==> src/rtl/hdb3_tx_sched.sv <==
// hdb3_tx_sched: two-requester frame scheduler feeding an HDB3 encoder.
// Each frame is SYNC_WORD followed by FRAME_LEN payload bytes, sent MSB first.
// Ports:
//   i_clk, i_rst_n       clock; asynchronous active-low reset
//   i_reqN_valid/_data   requester N byte offer (N = 0, 1)
//   o_reqN_ready         byte taken on this edge if valid
//   o_data               serial NRZ bit to the encoder
//   o_frame_start        pulse with the first sync bit
//   o_grant              one-hot frame owner, 00 when idle
//   o_underrun           pulse with the first bit of a filler byte
//   o_busy               high while a frame is on the wire
module hdb3_tx_sched #(
  parameter logic [7:0] SYNC_WORD = 8'h1B,
  parameter int         FRAME_LEN = 4
) (
  input  logic       i_clk,
  input  logic       i_rst_n,
  input  logic       i_req0_valid,
  input  logic [7:0] i_req0_data,
  output logic       o_req0_ready,
  input  logic       i_req1_valid,
  input  logic [7:0] i_req1_data,
  output logic       o_req1_ready,
  output logic       o_data,
  output logic       o_frame_start,
  output logic [1:0] o_grant,
  output logic       o_underrun,
  output logic       o_busy
);

  typedef enum logic [1:0] {
    ST_IDLE,
    ST_SYNC,
    ST_PAYLOAD
  } state_e;

  localparam logic [3:0] LAST_BYTE = 4'(FRAME_LEN - 1);

  state_e     state_q, state_d;
  logic [2:0] bit_cnt_q, bit_cnt_d;
  logic [3:0] byte_cnt_q, byte_cnt_d;
  logic [7:0] shift_q, shift_d;
  logic       data_q, data_d;
  logic       fs_q, fs_d;
  logic [1:0] grant_q, grant_d;
  logic       underrun_q, underrun_d;
  logic       busy_q, busy_d;
  logic       prio_q, prio_d;

  logic       boundary;
  logic       cur_valid;
  logic [7:0] cur_data;
  logic       pick1;

  // A new byte is needed only when the next byte is payload:
  // last sync bit, or last bit of any payload byte but the final one.
  assign boundary = (bit_cnt_q == 3'd7) &&
                    ((state_q == ST_SYNC) ||
                     ((state_q == ST_PAYLOAD) &&
                      (byte_cnt_q != LAST_BYTE)));

  assign o_req0_ready = boundary & grant_q[0];
  assign o_req1_ready = boundary & grant_q[1];

  assign cur_valid = grant_q[0] ? i_req0_valid : i_req1_valid;
  assign cur_data  = grant_q[0] ? i_req0_data  : i_req1_data;

  // prio_q = 1 means requester 1 wins a tie.
  assign pick1 = i_req1_valid & (~i_req0_valid | prio_q);

  always_comb begin
    state_d    = state_q;
    bit_cnt_d  = bit_cnt_q;
    byte_cnt_d = byte_cnt_q;
    shift_d    = shift_q;
    data_d     = data_q;
    fs_d       = 1'b0;
    grant_d    = grant_q;
    underrun_d = 1'b0;
    busy_d     = busy_q;
    prio_d     = prio_q;
    unique case (state_q)
      ST_IDLE: begin
        data_d = 1'b0;
        if (i_req0_valid | i_req1_valid) begin
          state_d    = ST_SYNC;
          grant_d    = pick1 ? 2'b10 : 2'b01;
          data_d     = SYNC_WORD[7];
          shift_d    = {SYNC_WORD[6:0], 1'b0};
          bit_cnt_d  = 3'd0;
          byte_cnt_d = 4'd0;
          fs_d       = 1'b1;
          busy_d     = 1'b1;
        end
      end
      ST_SYNC, ST_PAYLOAD: begin
        bit_cnt_d = bit_cnt_q + 3'd1;
        if (bit_cnt_q != 3'd7) begin
          data_d  = shift_q[7];
          shift_d = {shift_q[6:0], 1'b0};
        end else if (boundary) begin
          if (state_q == ST_SYNC) begin
            state_d    = ST_PAYLOAD;
            byte_cnt_d = 4'd0;
          end else begin
            byte_cnt_d = byte_cnt_q + 4'd1;
          end
          if (cur_valid) begin
            data_d  = cur_data[7];
            shift_d = {cur_data[6:0], 1'b0};
          end else begin
            data_d     = 1'b0;
            shift_d    = 8'h00;
            underrun_d = 1'b1;
          end
        end else begin
          // Final payload bit done: release and hand priority over.
          state_d    = ST_IDLE;
          data_d     = 1'b0;
          shift_d    = 8'h00;
          byte_cnt_d = 4'd0;
          grant_d    = 2'b00;
          busy_d     = 1'b0;
          prio_d     = grant_q[0];
        end
      end
      default: begin
        state_d = ST_IDLE;
      end
    endcase
  end

  always_ff @(posedge i_clk or negedge i_rst_n) begin
    if (!i_rst_n) begin
      state_q    <= ST_IDLE;
      bit_cnt_q  <= 3'd0;
      byte_cnt_q <= 4'd0;
      shift_q    <= 8'h00;
      data_q     <= 1'b0;
      fs_q       <= 1'b0;
      grant_q    <= 2'b00;
      underrun_q <= 1'b0;
      busy_q     <= 1'b0;
      prio_q     <= 1'b0;
    end else begin
      state_q    <= state_d;
      bit_cnt_q  <= bit_cnt_d;
      byte_cnt_q <= byte_cnt_d;
      shift_q    <= shift_d;
      data_q     <= data_d;
      fs_q       <= fs_d;
      grant_q    <= grant_d;
      underrun_q <= underrun_d;
      busy_q     <= busy_d;
      prio_q     <= prio_d;
    end
  end

  assign o_data        = data_q;
  assign o_frame_start = fs_q;
  assign o_grant       = grant_q;
  assign o_underrun    = underrun_q;
  assign o_busy        = busy_q;

endmodule

==> config.mk <==
export PLATFORM = sky130hd
export DESIGN_NAME = hdb3_tx_sched
export DESIGN_NICKNAME = d
export VERILOG_FILES = /design/src/rtl/hdb3_tx_sched.sv
export SDC_FILE = /design/constraint.sdc
export NUM_CORES = 1
export LEC_CHECK = 0
export CAP_MARGIN = 40
export CORE_ASPECT_RATIO = 1.1
export CORE_MARGIN = 2
export CORE_UTILIZATION = 40
export CTS_CLUSTER_SIZE = 10
export DETAILED_ROUTE_END_ITERATION = 6
export PLACE_DENSITY = 0.79
export SLEW_MARGIN = 20
export SYNTH_ARGS = -nofsm -noshare
export SYNTH_HDL_FRONTEND = slang
export SYNTH_SLANG_ARGS = --single-unit
==> constraint.sdc <==
create_clock -name i_clk -period 1.6 [get_ports i_clk]
set_input_delay 0.32 -clock i_clk [delete_from_list [all_inputs] [get_ports i_clk]]
set_output_delay 0.32 -clock i_clk [all_outputs]
set_load 0.005 [all_outputs]
# Word-level counts from Yosys, hierarchy flattened
# Cells that the tools add are included.
# totals
reg_bits	24
latchBits	0
ramBits	0
rom_bits	0
input_bits	20
wordCells	78
n_memories	0
# op_classes
n_addsub	2
multipliers	0
div_mod_pow	0
magnitude_cmp	0
n_eq_ne	9
shift	0
muxes	38
n_bitwise	8
reduce_logical	11
# op_table
operator	count
$mux 8	5
$mux 2	8
$mux 4	4
$pmux 8 s2	1
$mux 1	13
$reduce_and 3->1	3
$pmux 2 s2	2
$pmux 4 s2	1
$ne 2x2->1 const B	3
$ne 3x3->1 const B	2
$pmux 3 s2	1
$add 4x1->4 const B	1
$ne 4x2->1 const B	1
$pmux 1 s2	2
$reduce_and 4->1	1
$add 3x1->3 const B	1
$and 1x1->1	3
$eq 3x3->1 const B	1
$mux 3	1
$not 1->1	3
$eq 2x1->1 const B	1
$eq 2x2->1 const B	1
$logic_and 1x1->1	2
$logic_not 2->1	1
other kinds (5)	6

# Depth between registers and ports, before layout
# Gate-level depths: netlist (run 1).
# logic_depth
word_depth	7
ltp_mapped	7

# Worst setup path before layout (run 1)
# OpenSTA, ideal clock, no wires.
# synth_timing
path_kind	reg2reg
from	register state_q[0]
to	register state_q[0]
arrival_ps	1558
t_required_ps	1472
setup_slack_ps	-86
path_stages_with_launch	6
n_path_buf	0
synth_period_minus_slack_ps	1686
cell_sequence	dfrtp_1 -> inv_1 -> ha_1 -> or3b_1 -> o211ai_1 -> mux2_1
# synth_via
elab_chain_cells	7
elab_cells_between_ends	14
classes_between	eq/ne (5); mux (3); reduce/logical (6)
# synth_lines
element	line_no	source
start: declaration	39	state_e state_q, state_d;
start signal: assignment	146	state_q <= state_d;
$eq 2x2->1	59, 82	
$logic_and 1x1->1	59	((state_q == ST_PAYLOAD) &&
$logic_or 1x1->1	58	((state_q == ST_SYNC) ||
$logic_and 1x1->1	57	assign boundary = (bit_cnt_q == 3'd7) &&
$mux 2	101	end else if (boundary) begin
$mux 2	98	if (bit_cnt_q != 3'd7) begin
$pmux 2 s2	82	unique case (state_q)
# Several ways; a longest one is shown, not always the timed one. The select of a mux whose other input is x is not followed.
# A chain may end at the register's enable or synchronous reset.

# Worst setup path after layout (run 1)
# layout_timing
from	register state_q[0]
to	output port o_req1_ready
# layout_via
elab_chain_cells	5
elab_cells_between_ends	6
classes_between	eq/ne (2); bitwise (1); reduce/logical (3)
# layout_lines
element	line_no	source
$eq 2x2->1	59	
$logic_and 1x1->1	59	
$logic_or 1x1->1 *	58	
$logic_and 1x1->1 *	57	
$and 1x1->1 *	63	assign o_req1_ready = boundary & grant_q[1];
end: declaration	23	output logic o_req1_ready,
# Every way passes the cells marked *; elsewhere a longest branch is shown, timed or not.

==> results.yml, run 1 <==
status:
  status: "complete, but fails checks"
  violations: "setup timing"
sta:
  setup_ws_ps: -346
  max_freq_mhz: 514
  finalSetupViolations: 22
  timing.final.crit_share_pct: 122
  rsz0062_at_grt: "yes"
  tightest_slew_ps: 611
  skew_ps: 10.3
  maxSlewHeadroom_pct: 58.9
  hold_viol_final: 0
  layout_min_cycle_time_ps: 1950
  slew_viol_final: 0
die:
  ios: 28
  num_rows: 22
  die_area_um2: 3810
  initial_core_util_pct: 40.7
  die_h_um: 64.6
  die_x_um: 59.1
  fp.coreArea_um2: 3280
worst_setup_path:
  endpoint_kind: "output port"
  critical_path_class: "reg -> out"
  path_max_fanout: 3
  required_ps: 1280
  crit_arrival_ps: 1630
  cp-start-kind: "register"
synthesis:
  synthFlopType: "dfrtp_1"
  syn-num-nets: 157
  synth.largest_area_cell: "dfrtp_1"
  ys_seq_elements: 23
  ys_seq_area_share_pct: 43.2
  yosys_warnings: 0
  synth_edf_count: 0
  synth.most_common_cell: "dfrtp_1"
  ys_top_cells_by_count: "dfrtp_1 (23), nand2_1 (9), nor2_1 (9)"
  synthCells: 129
  synth_area_leaders: "dfrtp_1 (43%), ha_1 (7.5%), mux2_2 (5.1%), nor2b_1 (2.8%), nand2_1 (2.5%)"
  synth_top_area_share_pct: 43.2
  synth_cell_types: 41
  async_flop_share_pct: 100
  postSynthAreaPerCell_um2: 10.3
  syn_area_um2: 1330
global_route:
  grt_first_pass_wirelength_mm: 7.35
  antenna_found_initial: 0
  grt_pass1_vias: 1498
  grt_overflow: 0
  grt_max_degree: 24
  grt_usage_pct: 25.8
pwr:
  total_leakage_power_nw: 1.06
  peakVddDrop_uv: 716
  power_density_nw_per_um2: 1430
clock_tree:
  ctsRootBufferMaster: "clkbuf_4"
  insertion_delay_ps: 320
  cts_tree: "done"
  cts.path.max_buffers: 2
  h-tree-depth: 1
  cts.clk_slew.worst_paths_ps: 140
  clock-sinks: 23
  numCtsBuffers: 3
cells_and_area:
  fillers: 223
  drive_gt1_share_pct: 54.8
  area_delta_synth_final_pct: 76.5
  antennaDiodeCount: 0
  nets: 237
  design_area_um2: 2350
detailed_routing:
  wl_mm: 5.02
  drc_errors: 0
  num_vias: 1427
  vias_per_cell: 5.85
  drt_iter0_drc: 69
  avgRoutedWirePerCell_um: 20.6
  drtAntennaViolNets: 0
  drt_pass1_iterations: 4
placed_design:
  port-buffer-count: 27
  gp_congestion: 0.796
  dpl_cell_area_um2: 1880
  dp_hpwl_mm: 2.93
  dp_slack_ps: -344
flow_run:
  maxCapViolCount: 0
worst_hold_path:
  holdCritPathClass: "in -> async"
==> layer usage <==
layer | global-route usage, % | vias up | share of wire, % | wire [µm]
li1 | - | 632 | - | -
met1 | 28.8 | 714 | 37 | 1840
met2 | 47.1 | 57 | 55 | 2740
met3 | 3.39 | 24 | 3.7 | 185
met4 | 11.9 | 0 | 5.1 | 254
met5 | 0 | - | 0 | 0
==> report_power, final <==
group / internal, mW / switching [mW] / total (mW)
registers: 0.761 / 0.148 / 0.909
clock network: 0.0974 / 0.185 / 0.283
logic: 1.17 / 0.996 / 2.17
total: 2.03 / 1.33 / 3.36
==> flip-flops by register name, summed over array words and instances, names as in the netlist <==
signal         flops
byte_cnt_q         4
shift_q            7
o_frame_start      1
prio_q             1
o_grant            2
o_underrun         1
o_data             1
state_q            2
bit_cnt_q          3
o_busy             1
==> cell type report <==
type / count / area, µm² / share of cell area, %
tap: 36 / 45.0 / 1.91
multi-input combinational: 95 / 961 / 40.8
sequential: 23 / 578 / 24.6
timing repair buffer: 80 / 721 / 30.6
clock buffer: 4 / 26.3 / 1.12
inverter: 6 / 22.5 / 0.957
==> critical path: stages, from the launching register on <==
cell     delay (ps)
dfrtp_2         470
ha_4            190
nor4b_4         270
nor2_2           90
and3_4          190
buf_6           110
==> timing repair <==
item,in CTS,in global routing
pin swaps,27,16
cloned,0,0
setup buffers,18,8
endpoints found under the setup margin,24,25
hold buffers,0,0
resized for setup,66,18
==> kinds of logic after synthesis <==
kind of cell / Yosys count / synth area share [%]
simple gates: 46 / 20.6
compound gates: 31 / 16.6
mux: 10 / 8.16
fa+ha+maj: 8 / 7.50
flops: 23 / 43.2
buf+inv: 11 / 3.94
==> metrics by stage <==
stage                     std cells  util, %  setup TNS, ps  total power, mW  hold WS, ps
final                           244     71.8          -4290             3.36          337
after global routing            244     71.8          -5380             3.50          370
after CTS                       236     67.9          -3170             3.00          346
after detailed placement        219     57.3          -4620             2.17          475
after global placement          219     57.3          -3530             2.08          457
after floorplan                 129        -          -30.1             1.58         24.4
==> layout by cell type (no fill, tap or decap), types with 3 or more instances in the layout <==
master / instances
nand3b_1: 3
nor2_1: 4
nand2_4: 3
nand2_2: 4
buf_6: 15
nor2_4: 3
clkbuf_4: 3
o32a_1: 3
o22ai_1: 3
mux2_2: 6
inv_1: 4
nor2_2: 3
ha_1: 3
nor2b_1: 4
mux2i_1: 3
dfrtp_1: 21
o21ai_2: 4
clkdlybuf4s50_1: 23
ha_2: 3
buf_4: 40
nand3_2: 3
==> path summary, 6_finish.rpt <==
kind                                     startpoint                   endpoint  slack, ps  cells past startpoint
setup reg to reg             state_q[0]$_DFFE_PN0P_     state_q[0]$_DFFE_PN0P_       -270                      7
hold reg to reg            bit_cnt_q[1]$_DFFE_PN0P_   bit_cnt_q[1]$_DFFE_PN0P_        520                      2
min in group i_clk         bit_cnt_q[1]$_DFFE_PN0P_   bit_cnt_q[1]$_DFFE_PN0P_        520                      2
max in group asynchronous                   i_rst_n     o_grant[0]$_DFFE_PN0P_        990                      2
hold / removal                              i_rst_n  byte_cnt_q[0]$_DFFE_PN0P_        340                      2
setup / recovery             state_q[0]$_DFFE_PN0P_               o_req1_ready       -350                      5
Note: power is estimated with default switching activity, not from simulation.
==> run 2: changes to the inputs <==
- MAX_ROUTING_LAYER: not set -> met4
==> results.yml, run 2 (synthesized netlist as in run 1, its figures left out) <==
sta:
  slew_viol_final: 0
  hold_viol_final: 0
  hold-worst-slack_ps: 341
  rsz0062_at_grt: "yes"
  setup_tns_ps: -4450
  layout_min_cycle_time_ps: 1950
  finalSetupViolations: 22
  skew_ps: 5.53
  timing.final.crit_share_pct: 122
  maxSlewHeadroom_pct: 59.4
  setup_ws_ps: -348
  tightest_slew_ps: 603
  max_freq_mhz: 513
worst_setup_path:
  crit_arrival_ps: 1630
  reg2reg_slack_ps: -280
  critical_path_class: "reg -> out"
  reg2reg_from: "state_q[0]$_DFFE_PN0P_"
  endpoint_kind: "output port"
  rr_worst_depth: 7
  cp-start-kind: "register"
  required_ps: 1280
  r2r_end: "state_q[0]$_DFFE_PN0P_"
  path_max_fanout: 3
flow_run:
  maxCapViolCount: 0
detailed_routing:
  vias_per_cell: 5.86
  drtAntennaViolNets: 0
  num_vias: 1429
  drt_pass1_iterations: 4
  drt_iter0_drc: 64
  drc_errors: 0
  wl_mm: 5.04
  avgRoutedWirePerCell_um: 20.6
placed_design:
  gp_congestion: 0.808
  port-buffer-count: 27
  dp_hpwl_mm: 2.93
clock_tree:
  h-tree-depth: 1
  numCtsBuffers: 3
  cts_hold_buf: 0
  cts.path.max_buffers: 2
  cts.clk_slew.worst_paths_ps: 140
  insertion_delay_ps: 310
  clock-sinks: 23
  ctsRootBufferMaster: "clkbuf_4"
  cts_tree: "done"
global_route:
  grt_max_degree: 24
  grt_pass1_vias: 1501
  grt_first_pass_wirelength_mm: 7.38
  antenna_found_initial: 0
  grt_usage_pct: 26.6
  grt_overflow: 0
cells_and_area:
  area_delta_synth_final_pct: 76.5
  nets: 237
  final_cell_mix: "buf_4 (40), clkdlybuf4s50_1 (23), dfrtp_1 (21), buf_6 (15), mux2_2 (6)"
  drive_gt1_share_pct: 54.8
  antennaDiodeCount: 0
  final_common_cell: "buf_4"
  largest_reg_flops: 7
  fillers: 223
  reg_top3: "shift_q: 7 flops, byte_cnt_q: 4 flops, bit_cnt_q: 3 flops"
  top_register: "shift_q"
pwr:
  power_density_nw_per_um2: 1430
  total_leakage_power_nw: 1.06
  peakVddDrop_uv: 722
status:
  status: "complete, but fails checks"
  violations: "setup timing"
worst_hold_path:
  holdCritPathClass: "in -> async"
die:
  die_x_um: 59.1
  initial_core_util_pct: 40.7
  die_area_um2: 3810
  die_h_um: 64.6
  num_rows: 22
  fp.coreArea_um2: 3280
  ios: 28
run 2: cell counts in the layout (fill, tap and decap cells not counted):
No cell type changed its count.
run 2: power by group:
group	internal, mW	switching (mW)
Clock	0.0973	0.184
Sequential	0.761	0.151
Combinational	1.17	0.993
Total	2.03	1.33
run 2: metrics by stage:
step                cell area (µm²)  instances  power (mW)  util (%)  setup WS [ps]
global route                   2350        244        3.49      71.8           -402
finish                         2350        244        3.36      71.8           -348
floorplan                      1360        129        1.58         -          -22.0
global placement               1880        219        2.08      57.3           -285
detailed placement             1880        219        2.17      57.3           -344
CTS                            2220        236        3.00      67.9           -345
run 2: layer usage:
layer | share of wire, % | track usage (%) | wire length (µm) | vias up
met5 | 0 | - | 0 | -
met4 | 5.3 | 11.9 | 269 | 0
met3 | 3.3 | 3.19 | 167 | 26
met2 | 54 | 47.2 | 2720 | 56
met1 | 37 | 29.0 | 1880 | 716
li1 | - | - | - | 631
run 2: timing repair:
item                       in CTS  in global routing
buffers inserted               18                  8
setup endpoints to repair      24                 25
resized for setup              66                 18
pin swaps                      27                 16
run 2: how the worst max path moves through the flow:
stage | start | to | slack [ps] | cells after the start
final | state_q[0]$_DFFE_PN0P_ | o_req1_ready | -350 | 5
after global placement | state_q[0]$_DFFE_PN0P_ | o_req1_ready | -290 | 5
after floorplan | state_q[1]$_DFFE_PN0P_ | state_q[0]$_DFFE_PN0P_ | -20 | 5
after detailed placement | state_q[0]$_DFFE_PN0P_ | o_req0_ready | -340 | 5
after CTS | state_q[0]$_DFFE_PN0P_ | o_req1_ready | -350 | 5
after global routing | state_q[0]$_DFFE_PN0P_ | o_req1_ready | -400 | 5
run 2: cell type report:
cell class / instances / area, µm² / share of cell area (%)
timing repair buffer: 80 / 721 / 30.6
multi-input combinational: 95 / 961 / 40.8
inverter: 6 / 22.5 / 0.957
sequential: 23 / 578 / 24.6
tap: 36 / 45.0 / 1.91
clock buffer: 4 / 26.3 / 1.12
run 2: worst max-delay path, stage by stage, from the launching register on:
cell	delay, ps
dfrtp_2	480
ha_4	190
nor4b_4	270
nor2_2	90
and3_4	190
buf_6	110
==> run 3: changes to the inputs <==
- CAP_MARGIN: 40 -> 20
- GPL_TIMING_DRIVEN: not set -> 0
==> results.yml, run 3 (synthesized netlist as in run 1, its figures left out) <==
worst_setup_path:
  required_ps: 1280
  r2r_end: "shift_q[2]$_DFFE_PN0P_"
  critical_path_class: "reg -> out"
  cp-start-kind: "register"
  endpoint_kind: "output port"
  reg2reg_from: "state_q[0]$_DFFE_PN0P_"
  reg2reg_slack_ps: -320
  rr_worst_depth: 6
  path_max_fanout: 4
  crit_arrival_ps: 1750
clock_tree:
  insertion_delay_ps: 320
  numCtsBuffers: 3
  h-tree-depth: 1
  cts.clk_slew.worst_paths_ps: 130
  cts_tree: "done"
  cts.path.max_buffers: 2
  clock-sinks: 23
  ctsRootBufferMaster: "clkbuf_4"
sta:
  tightest_slew_ps: 564
  hold_viol_final: 0
  rsz0062_at_grt: "yes"
  max_freq_mhz: 482
  layout_min_cycle_time_ps: 2070
  maxSlewHeadroom_pct: 62.4
  finalSetupViolations: 24
  timing.final.crit_share_pct: 130
  setup_ws_ps: -475
  slew_viol_final: 0
  skew_ps: 3.58
  hold-worst-slack_ps: 499
cells_and_area:
  seqCellArea_um2: 576
  nets: 218
  area_delta_synth_final_pct: 64.9
  fillers: 228
  top_register: "shift_q"
  multi_input_area_um2: 940
  antennaDiodeCount: 0
  largest_reg_flops: 7
  final_cell_mix: "dfrtp_1 (23), clkdlybuf4s50_1 (23), buf_4 (22), buf_6 (10)"
  final_util_pct: 67.2
  drive_gt1_share_pct: 45.5
  reg_top3: "shift_q: 7 flops, byte_cnt_q: 4 flops, bit_cnt_q: 3 flops"
  final_cells: 225
die:
  die_area_um2: 3810
  die_x_um: 59.1
  ios: 28
  die_h_um: 64.6
  num_rows: 22
  initial_core_util_pct: 40.7
  fp.coreArea_um2: 3280
placed_design:
  dp_slack_ps: -647
  port-buffer-count: 27
  dp_hpwl_mm: 2.26
  dp_cells: 192
  gp_congestion: 0.818
pwr:
  power_density_nw_per_um2: 1420
  power_mw: 3.13
  total_leakage_power_nw: 0.946
  peakVddDrop_uv: 964
detailed_routing:
  drtAntennaViolNets: 0
  drc_errors: 0
  dr_wl_met3_um: 142
  top_layer_used: "met4"
  avgRoutedWirePerCell_um: 19.8
  wl_met1_mm: 1.64
  wl_mm: 4.44
  drt_iter0_drc: 50
  vias_per_cell: 5.93
  dr_wl_met2_mm: 2.40
  drt_pass1_iterations: 4
  num_vias: 1335
worst_hold_path:
  holdCritPathClass: "in -> async"
global_route:
  grt_max_degree: 24
  grt_first_pass_wirelength_mm: 6.37
  grt_pass1_vias: 1316
  grt_usage_pct: 23.0
  grt_overflow: 0
  antenna_found_initial: 0
flow_run:
  maxCapViolCount: 0
status:
  status: "complete, but fails checks"
  violations: "setup timing"
==> run 3: layout make-up <==
class | instances | area share, %
Buffer | 5 | 2.96
Multi-Input combinational cell | 95 | 42.7
Timing Repair Buffer | 56 | 23.9
Tap cell | 36 | 2.05
Inverter | 6 | 1.02
Sequential cell | 23 | 26.2
Clock buffer | 4 | 1.19
==> run 3: metal layers <==
metal / vias up / global-route usage [%]
met5: - / -
met2: 44 / 41.4
met1: 667 / 24.7
met4: 0 / 11.9
met3: 27 / 1.80
li1: 597 / -
==> run 3: worst max-delay path, stage by stage, from the launching register on <==
cell	delay [ps]
dfrtp_1	470
ha_4	210
nor4b_4	380
nor2_4	70
and3_4	180
buf_6	110
==> run 3: worst max path at each step <==
stage	to	startpoint
3_5_place_dp	o_req0_ready	bit_cnt_q[0]$_DFFE_PN0P_
2_1_floorplan	state_q[0]$_DFFE_PN0P_	state_q[1]$_DFFE_PN0P_
3_3_place_gp	o_req0_ready	bit_cnt_q[0]$_DFFE_PN0P_
5_1_grt	o_req1_ready	state_q[1]$_DFFE_PN0P_
4_1_cts	o_req0_ready	state_q[0]$_DFFE_PN0P_
6_report	o_req0_ready	state_q[0]$_DFFE_PN0P_
==> run 3: where the power goes <==
part           switching (mW)  internal, mW  leakage (nW)
sequential              0.155         0.756         0.286
clock                   0.188        0.0979        0.0150
combinational           0.875          1.06         0.645
total                    1.22          1.91         0.946
==> run 3: what timing repair did <==
item | 4_1_cts | 5_1_grt
cloned | 1 | 0
hold buffers | 0 | 1
endpoints found under the hold margin | 0 | 23
buffers inserted | 19 | 9
gates resized for setup | 42 | 37
pin swaps | 18 | 13
setup endpoints to repair | 22 | 25
==> run 3: metrics by stage <==
step | instance area (µm²) | TNS, ps
6_report | 2200 | -5470
5_1_grt | 2200 | -6360
4_1_cts | 1980 | -4150
3_5_place_dp | 1670 | -6120
3_3_place_gp | 1670 | -5770
2_1_floorplan | 1360 | -30.1
